==> config.mk <==
export PLATFORM = sky130hd
export DESIGN_NAME = mem_port_arbiter
export DESIGN_NICKNAME = d
export VERILOG_FILES = /design/src/rtl/mem_port_arbiter.sv
export SDC_FILE = /design/constraint.sdc
export NUM_CORES = 1
export LEC_CHECK = 0
export CAP_MARGIN = 20
export CORE_UTILIZATION = 30
export CTS_BUF_LIST = sky130_fd_sc_hd__clkbuf_4
export DETAILED_ROUTE_END_ITERATION = 6
export PLACE_DENSITY = 0.67
export SYNTH_ARGS = -nofsm -noshare
export SYNTH_HDL_FRONTEND = slang
export SYNTH_SLANG_ARGS = --single-unit
==> constraint.sdc <==
create_clock -name clk -period 2.1 [get_ports clk]
set_input_delay 0.42 -clock clk [delete_from_list [all_inputs] [get_ports clk]]
set_output_delay 0.42 -clock clk [all_outputs]
set_load 0.005 [all_outputs]
==> src/rtl/mem_port_arbiter.sv <==
// ---------------------------------------------------------------------------
// mem_port_arbiter : round-robin sharing of one memory port among NUM_REQ
// masters, with a watchdog that turns a hung access into a flagged completion.
// Revision: 1.0
// ---------------------------------------------------------------------------
`default_nettype none

module mem_port_arbiter #(
  parameter int NUM_REQ        = 2,
  parameter int DATA_W         = 32,
  parameter int ADDR_W         = 32,
  parameter int TIMEOUT_CYCLES = 1024
) (
  input  logic                      clk,
  input  logic                      reset,
  input  logic [2*NUM_REQ-1:0]      req_op_i,
  input  logic [ADDR_W*NUM_REQ-1:0] req_addr_i,
  input  logic [DATA_W*NUM_REQ-1:0] req_wdata_i,
  output logic [NUM_REQ-1:0]        req_opdone_o,
  output logic [DATA_W-1:0]         req_rdata_o,
  output logic [NUM_REQ-1:0]        grant_o,
  output logic [1:0]                mem_operation_o,
  output logic [ADDR_W-1:0]         mem_addr_o,
  output logic [DATA_W-1:0]         mem_wdata_o,
  input  logic [DATA_W-1:0]         mem_rdata_i,
  input  logic                      mem_opdone_i,
  output logic                      busy_o,
  output logic                      timeout_o
);

  localparam int               IDX_W     = (NUM_REQ > 1) ? $clog2(NUM_REQ) : 1;
  localparam int               WD_W      = (TIMEOUT_CYCLES > 0) ? $clog2(TIMEOUT_CYCLES + 1) : 1;
  localparam bit               WD_EN     = (TIMEOUT_CYCLES > 0);
  localparam logic [WD_W-1:0]  WD_LIMIT  = WD_W'(TIMEOUT_CYCLES);
  localparam logic [IDX_W:0]   NUM_REQ_V = (IDX_W + 1)'(NUM_REQ);
  localparam logic [IDX_W-1:0] LAST_RST  = IDX_W'(NUM_REQ - 1);

  typedef enum logic [1:0] {
    IDLE = 2'd0,
    BUSY = 2'd1,
    RESP = 2'd2
  } state_t;

  state_t              state, state_nx;
  logic [IDX_W-1:0]    last_grant, last_nx;
  logic [WD_W-1:0]     wdog, wdog_nx;
  logic [NUM_REQ-1:0]  valid;
  logic [IDX_W-1:0]    win;
  logic [IDX_W:0]      cand;
  logic                found;
  logic [1:0]          sel_op;
  logic [ADDR_W-1:0]   sel_addr;
  logic [DATA_W-1:0]   sel_wdata;
  logic [NUM_REQ-1:0]  win_onehot;
  logic [NUM_REQ-1:0]  grant_nx, opdone_nx;
  logic [DATA_W-1:0]   rdata_nx, wdata_nx;
  logic [ADDR_W-1:0]   addr_nx;
  logic [1:0]          op_nx;
  logic                busy_nx, timeout_nx;

  // Codes 01 and 11 are the only valid ones; both have bit 0 set.
  always_comb begin
    valid = '0;
    for (int r = 0; r < NUM_REQ; r++) begin
      valid[r] = req_op_i[2*r];
    end
  end

  // Search starts one past the previous owner and wraps around.
  always_comb begin
    found = 1'b0;
    win   = last_grant;
    cand  = '0;
    for (int k = 1; k <= NUM_REQ; k++) begin
      cand = {1'b0, last_grant} + (IDX_W + 1)'(k);
      if (cand >= NUM_REQ_V) begin
        cand = cand - NUM_REQ_V;
      end
      if (!found && valid[cand[IDX_W-1:0]]) begin
        found = 1'b1;
        win   = cand[IDX_W-1:0];
      end
    end
  end

  always_comb begin
    sel_op     = '0;
    sel_addr   = '0;
    sel_wdata  = '0;
    win_onehot = '0;
    for (int r = 0; r < NUM_REQ; r++) begin
      if (win == IDX_W'(r)) begin
        sel_op        = req_op_i[2*r +: 2];
        sel_addr      = req_addr_i[ADDR_W*r +: ADDR_W];
        sel_wdata     = req_wdata_i[DATA_W*r +: DATA_W];
        win_onehot[r] = 1'b1;
      end
    end
  end

  always_comb begin
    state_nx   = state;
    last_nx    = last_grant;
    wdog_nx    = wdog;
    grant_nx   = grant_o;
    op_nx      = mem_operation_o;
    addr_nx    = mem_addr_o;
    wdata_nx   = mem_wdata_o;
    rdata_nx   = req_rdata_o;
    opdone_nx  = '0;
    timeout_nx = 1'b0;
    case (state)
      IDLE: begin
        grant_nx = '0;
        op_nx    = 2'b00;
        addr_nx  = '0;
        wdata_nx = '0;
        if (found) begin
          state_nx = BUSY;
          grant_nx = win_onehot;
          op_nx    = sel_op;
          addr_nx  = sel_addr;
          wdata_nx = sel_wdata;
          last_nx  = win;
          wdog_nx  = WD_W'(1);
        end
      end
      BUSY: begin
        // A completion arriving on the limit cycle still wins over the abort.
        if (mem_opdone_i) begin
          if (mem_operation_o != 2'b11) begin
            rdata_nx = mem_rdata_i;
          end
          opdone_nx = grant_o;
          op_nx     = 2'b00;
          state_nx  = RESP;
        end else if (WD_EN && (wdog == WD_LIMIT)) begin
          rdata_nx   = '0;
          op_nx      = 2'b00;
          opdone_nx  = grant_o;
          timeout_nx = 1'b1;
          state_nx   = RESP;
        end else if (WD_EN) begin
          wdog_nx = wdog + WD_W'(1);
        end
      end
      RESP: begin
        state_nx = IDLE;
        grant_nx = '0;
      end
      default: begin
        state_nx = IDLE;
        grant_nx = '0;
        op_nx    = 2'b00;
      end
    endcase
    busy_nx = (state_nx != IDLE);
  end

  always_ff @(posedge clk) begin
    if (reset) begin
      state           <= IDLE;
      last_grant      <= LAST_RST;
      wdog            <= '0;
      grant_o         <= '0;
      req_opdone_o    <= '0;
      req_rdata_o     <= '0;
      mem_operation_o <= 2'b00;
      mem_addr_o      <= '0;
      mem_wdata_o     <= '0;
      busy_o          <= 1'b0;
      timeout_o       <= 1'b0;
    end else begin
      state           <= state_nx;
      last_grant      <= last_nx;
      wdog            <= wdog_nx;
      grant_o         <= grant_nx;
      req_opdone_o    <= opdone_nx;
      req_rdata_o     <= rdata_nx;
      mem_operation_o <= op_nx;
      mem_addr_o      <= addr_nx;
      mem_wdata_o     <= wdata_nx;
      busy_o          <= busy_nx;
      timeout_o       <= timeout_nx;
    end
  end

endmodule

`default_nettype wire

==> flow_summary_export.csv <==
group,metric,value,unit
logic_synthesis,synthTopCellsByCount,"dfxtp_1 (118), nor2_1 (52), a222oi_1 (43)",
cts,root_buffer,"clkbuf_4",
global_routing,grt_pass1_vias,5149,
floorplanning,die_h,125,um
sta,slew-limit-headroom,43.6,%
sta,setup-violations-final,0,
detailed_routing,drc_errors,20,
detailed_routing,first_iter_violations,424,
floorplanning,initial_utilization,31.0,%
cts,clock_latency,0.52,ns
floorplanning,die_area,15600,sq um
worst_setup_path,crit_chain,"nor4b_2, buf_4, a41oi_4, o21ai_0, a21oi_1",
global_routing,grt_overflow,0,
worst_setup_path,critPathCaptureType,"flip-flop",
worst_setup_path,reg2regPathDepth,5,
cts,clockBufferDepth,2,
sta,tightest_slew,0.843,ns
sta,setup-tns-final,0,ns
global_routing,grt_antenna_before_repair,1,
cts,clkSinkCount,118,
detailed_routing,dr.pass1.iters,7,
logic_synthesis,synth_edf_count,0,
worst_setup_path,critPathTopFamily,"compound AO/OA/AOI/OAI gates",
worst_hold_path,worst_hold_path.num_cells,4,
sta,period_share,88.3,%
floorplanning,die_x,125,um
logic_synthesis,async_reset_ff_share,0,%
logic_synthesis,synth_seq_cells,118,
global_routing,grt_usage,21.1,%
worst_setup_path,cp_max_fo,32,
logic_synthesis,yosysTopAreaCellShare,52.0,%
logic_synthesis,synthFlopType,"dfxtp_1",
detailed_routing,final_antenna_net_count,0,
cts,path_clk_slew,0.10,ns
logic_synthesis,netlist_area,4540,sq um
worst_setup_path,critPathSlowestCell,"a41oi_4",
job,cap_violations,0,
floorplanning,coreArea,14600,sq um
power_and_ir_drop,powerDensity,709,nW/um^2
sta,drv_slew,0,
layout,finalNonFillerCells,949,
sta,final_hold_viol_count,0,
sta,fmax,539,MHz
layout,nNetsFinal,921,
sta,hold_ws,0.360,ns
worst_setup_path,cp_data_arrival_time,2.31,ns
logic_synthesis,ys_seq_area_share,52.0,%
floorplanning,core.rowCount,44,
worst_setup_path,cp-start-kind,"flip-flop",
worst_setup_path,cp.required,2.55,ns
worst_setup_path,critical_path_class,"reg2reg",
place,dp_hpwl,11.6,mm
cts,postCtsSetupRepairBufs,0,
detailed_routing,wl_per_cell,17.3,um
global_routing,grt_first_pass_wirelength,26.2,mm
power_and_ir_drop,ir_drop,0.000341,V
run_status,status,"finished, violations left",
logic_synthesis,synth_most_common_cell,"dfxtp_1",
logic_synthesis,syn_area_per_cell,9.35,sq um
place,place.gp.congestion,0.797,
floorplanning,pin_count,271,
worst_hold_path,hold_path.class,"in2reg",
sta,fin_skew,0.0169,ns
logic_synthesis,synthTopCellsByArea,"dfxtp_1 (52%), a222oi_1 (9.5%), a21oi_1 (4.4%)",
detailed_routing,wl,16.4,mm
logic_synthesis,yosysTopAreaCell,"dfxtp_1",
layout,area_growth,73.1,%
logic_synthesis,synth.distinct_cells,45,
layout,drive_above_1_share,8.12,%
place,dp.cells,917,
logic_synthesis,syn_inst,486,
worst_setup_path,cp.depth,5,
global_routing,grt_start_max_net_pins,98,
cts,cts_tree,"built",
logic_synthesis,syn_nets,655,
cts,cts_max_level,4,
place,numPortBuffers,270,
run_status,violations,"design-rule violations",
worst_setup_path,max_stage_delay,0.72,ns
detailed_routing,num_vias,5035,
worst_setup_path,cp_num_buf_inv,1,
sta,rsz0062_at_grt,"no",
sta,timing.final.crit_period,1.86,ns
logic_synthesis,yosys_warnings,0,
power_and_ir_drop,p_leak,0.00291,uW
detailed_routing,viasPerCell,5.31,
cts,cts_buffers,17,
## timing repair
action                     in CTS  in global routing
gates resized for setup         1                  2
pin swaps                       0                  1
setup endpoints to repair      32                  5
hold buffers                    0                  0
## logic make-up after synthesis
logic type	count (synthesis)	share of synthesized area [%]
AO/OA/AOI/OAI	163	26.8
AND/OR/NAND/NOR	150	16.1
flip-flops	118	52.0
buffers and inverters	53	4.57
adder cells (fa/ha/maj)	2	0.551
## final timing paths
path	from	to	slack, ns
setup / recovery	wdog[2]	req_rdata_o[6]	0.24
hold / removal	reset	last_grant	0.36
setup reg to reg	wdog[2]	req_rdata_o[6]	0.24
hold reg to reg	req_rdata_o[18]	req_rdata_o[18]	0.48
## per-stage QoR
| step | util, % | power (uW) | setup slack, ns | cell area [sq um] |
|---|---|---|---|---|
| 3_3_place_gp | 51.3 | 3690 | -0.274 | 7520 |
| 6_report | 53.7 | 5580 | 0.245 | 7860 |
| 3_5_place_dp | 51.3 | 3710 | -0.450 | 7520 |
| 2_1_floorplan | - | 2940 | 0.442 | 4540 |
| 4_1_cts | 53.7 | 5650 | 0.126 | 7860 |
| 5_1_grt | 53.7 | 5860 | 0.0240 | 7860 |
## placed cells by master (no fill, tap or decap), types with 4 or more instances in the layout
cell type        instances
a222oi_1                43
dfxtp_1                118
o2bb2ai_1                6
a21oi_1                 40
o21ai_0                 26
nand3_1                  6
clkbuf_4                19
inv_1                    5
and3_1                  18
and2_1                   7
a22oi_1                  5
buf_4                   23
a221o_1                 17
nand2_1                 40
o21ai_1                  9
nor2_1                  52
clkdlybuf4s50_1        269
nor3_1                   4
bufinv_16                5
## flip-flops by register name, summed over array words and instances (netlist names)
register         count
mem_addr_o          32
mem_wdata_o         32
req_rdata_o         32
wdog                11
grant_o              2
mem_operation_o      2
req_opdone_o         2
state                2
busy_o               1
last_grant           1
timeout_o            1
## area by class of cell
type / instances / area (sq um)
clock buffer: 19 / 143
antenna: 1 / 2.50
multi-input combinational: 315 / 2000
clock inverter: 12 / 184
tap: 184 / 230
inverter: 5 / 18.8
sequential: 118 / 2360
fill: 1343 / 6780
timing repair buffer: 295 / 2930
## routing by layer
layer	part of all wire, %	vias up	wire length [um]	GRT usage (%)
met5	0	-	0	0
met1	40	2421	6580	23.4
met3	8.0	26	1310	7.45
met4	2.2	0	366	9.11
met2	50	212	8170	36.5
li1	-	2376	-	-
## where the power goes
part | switching (uW) | internal, uW | total, uW
clock network | 843 | 1070 | 1910
registers | 83.7 | 2390 | 2480
logic | 476 | 715 | 1190
total | 1400 | 4170 | 5580
## worst register-to-register path, delay by kind of cell (launching register included)
family                 cells  cell delay [ns]
buffers and inverters      1             0.16
flip-flops                 1             0.46
AND/OR/NAND/NOR            1             0.08
AO/OA/AOI/OAI              3             1.10
Power figures use the tool's default switching activity.
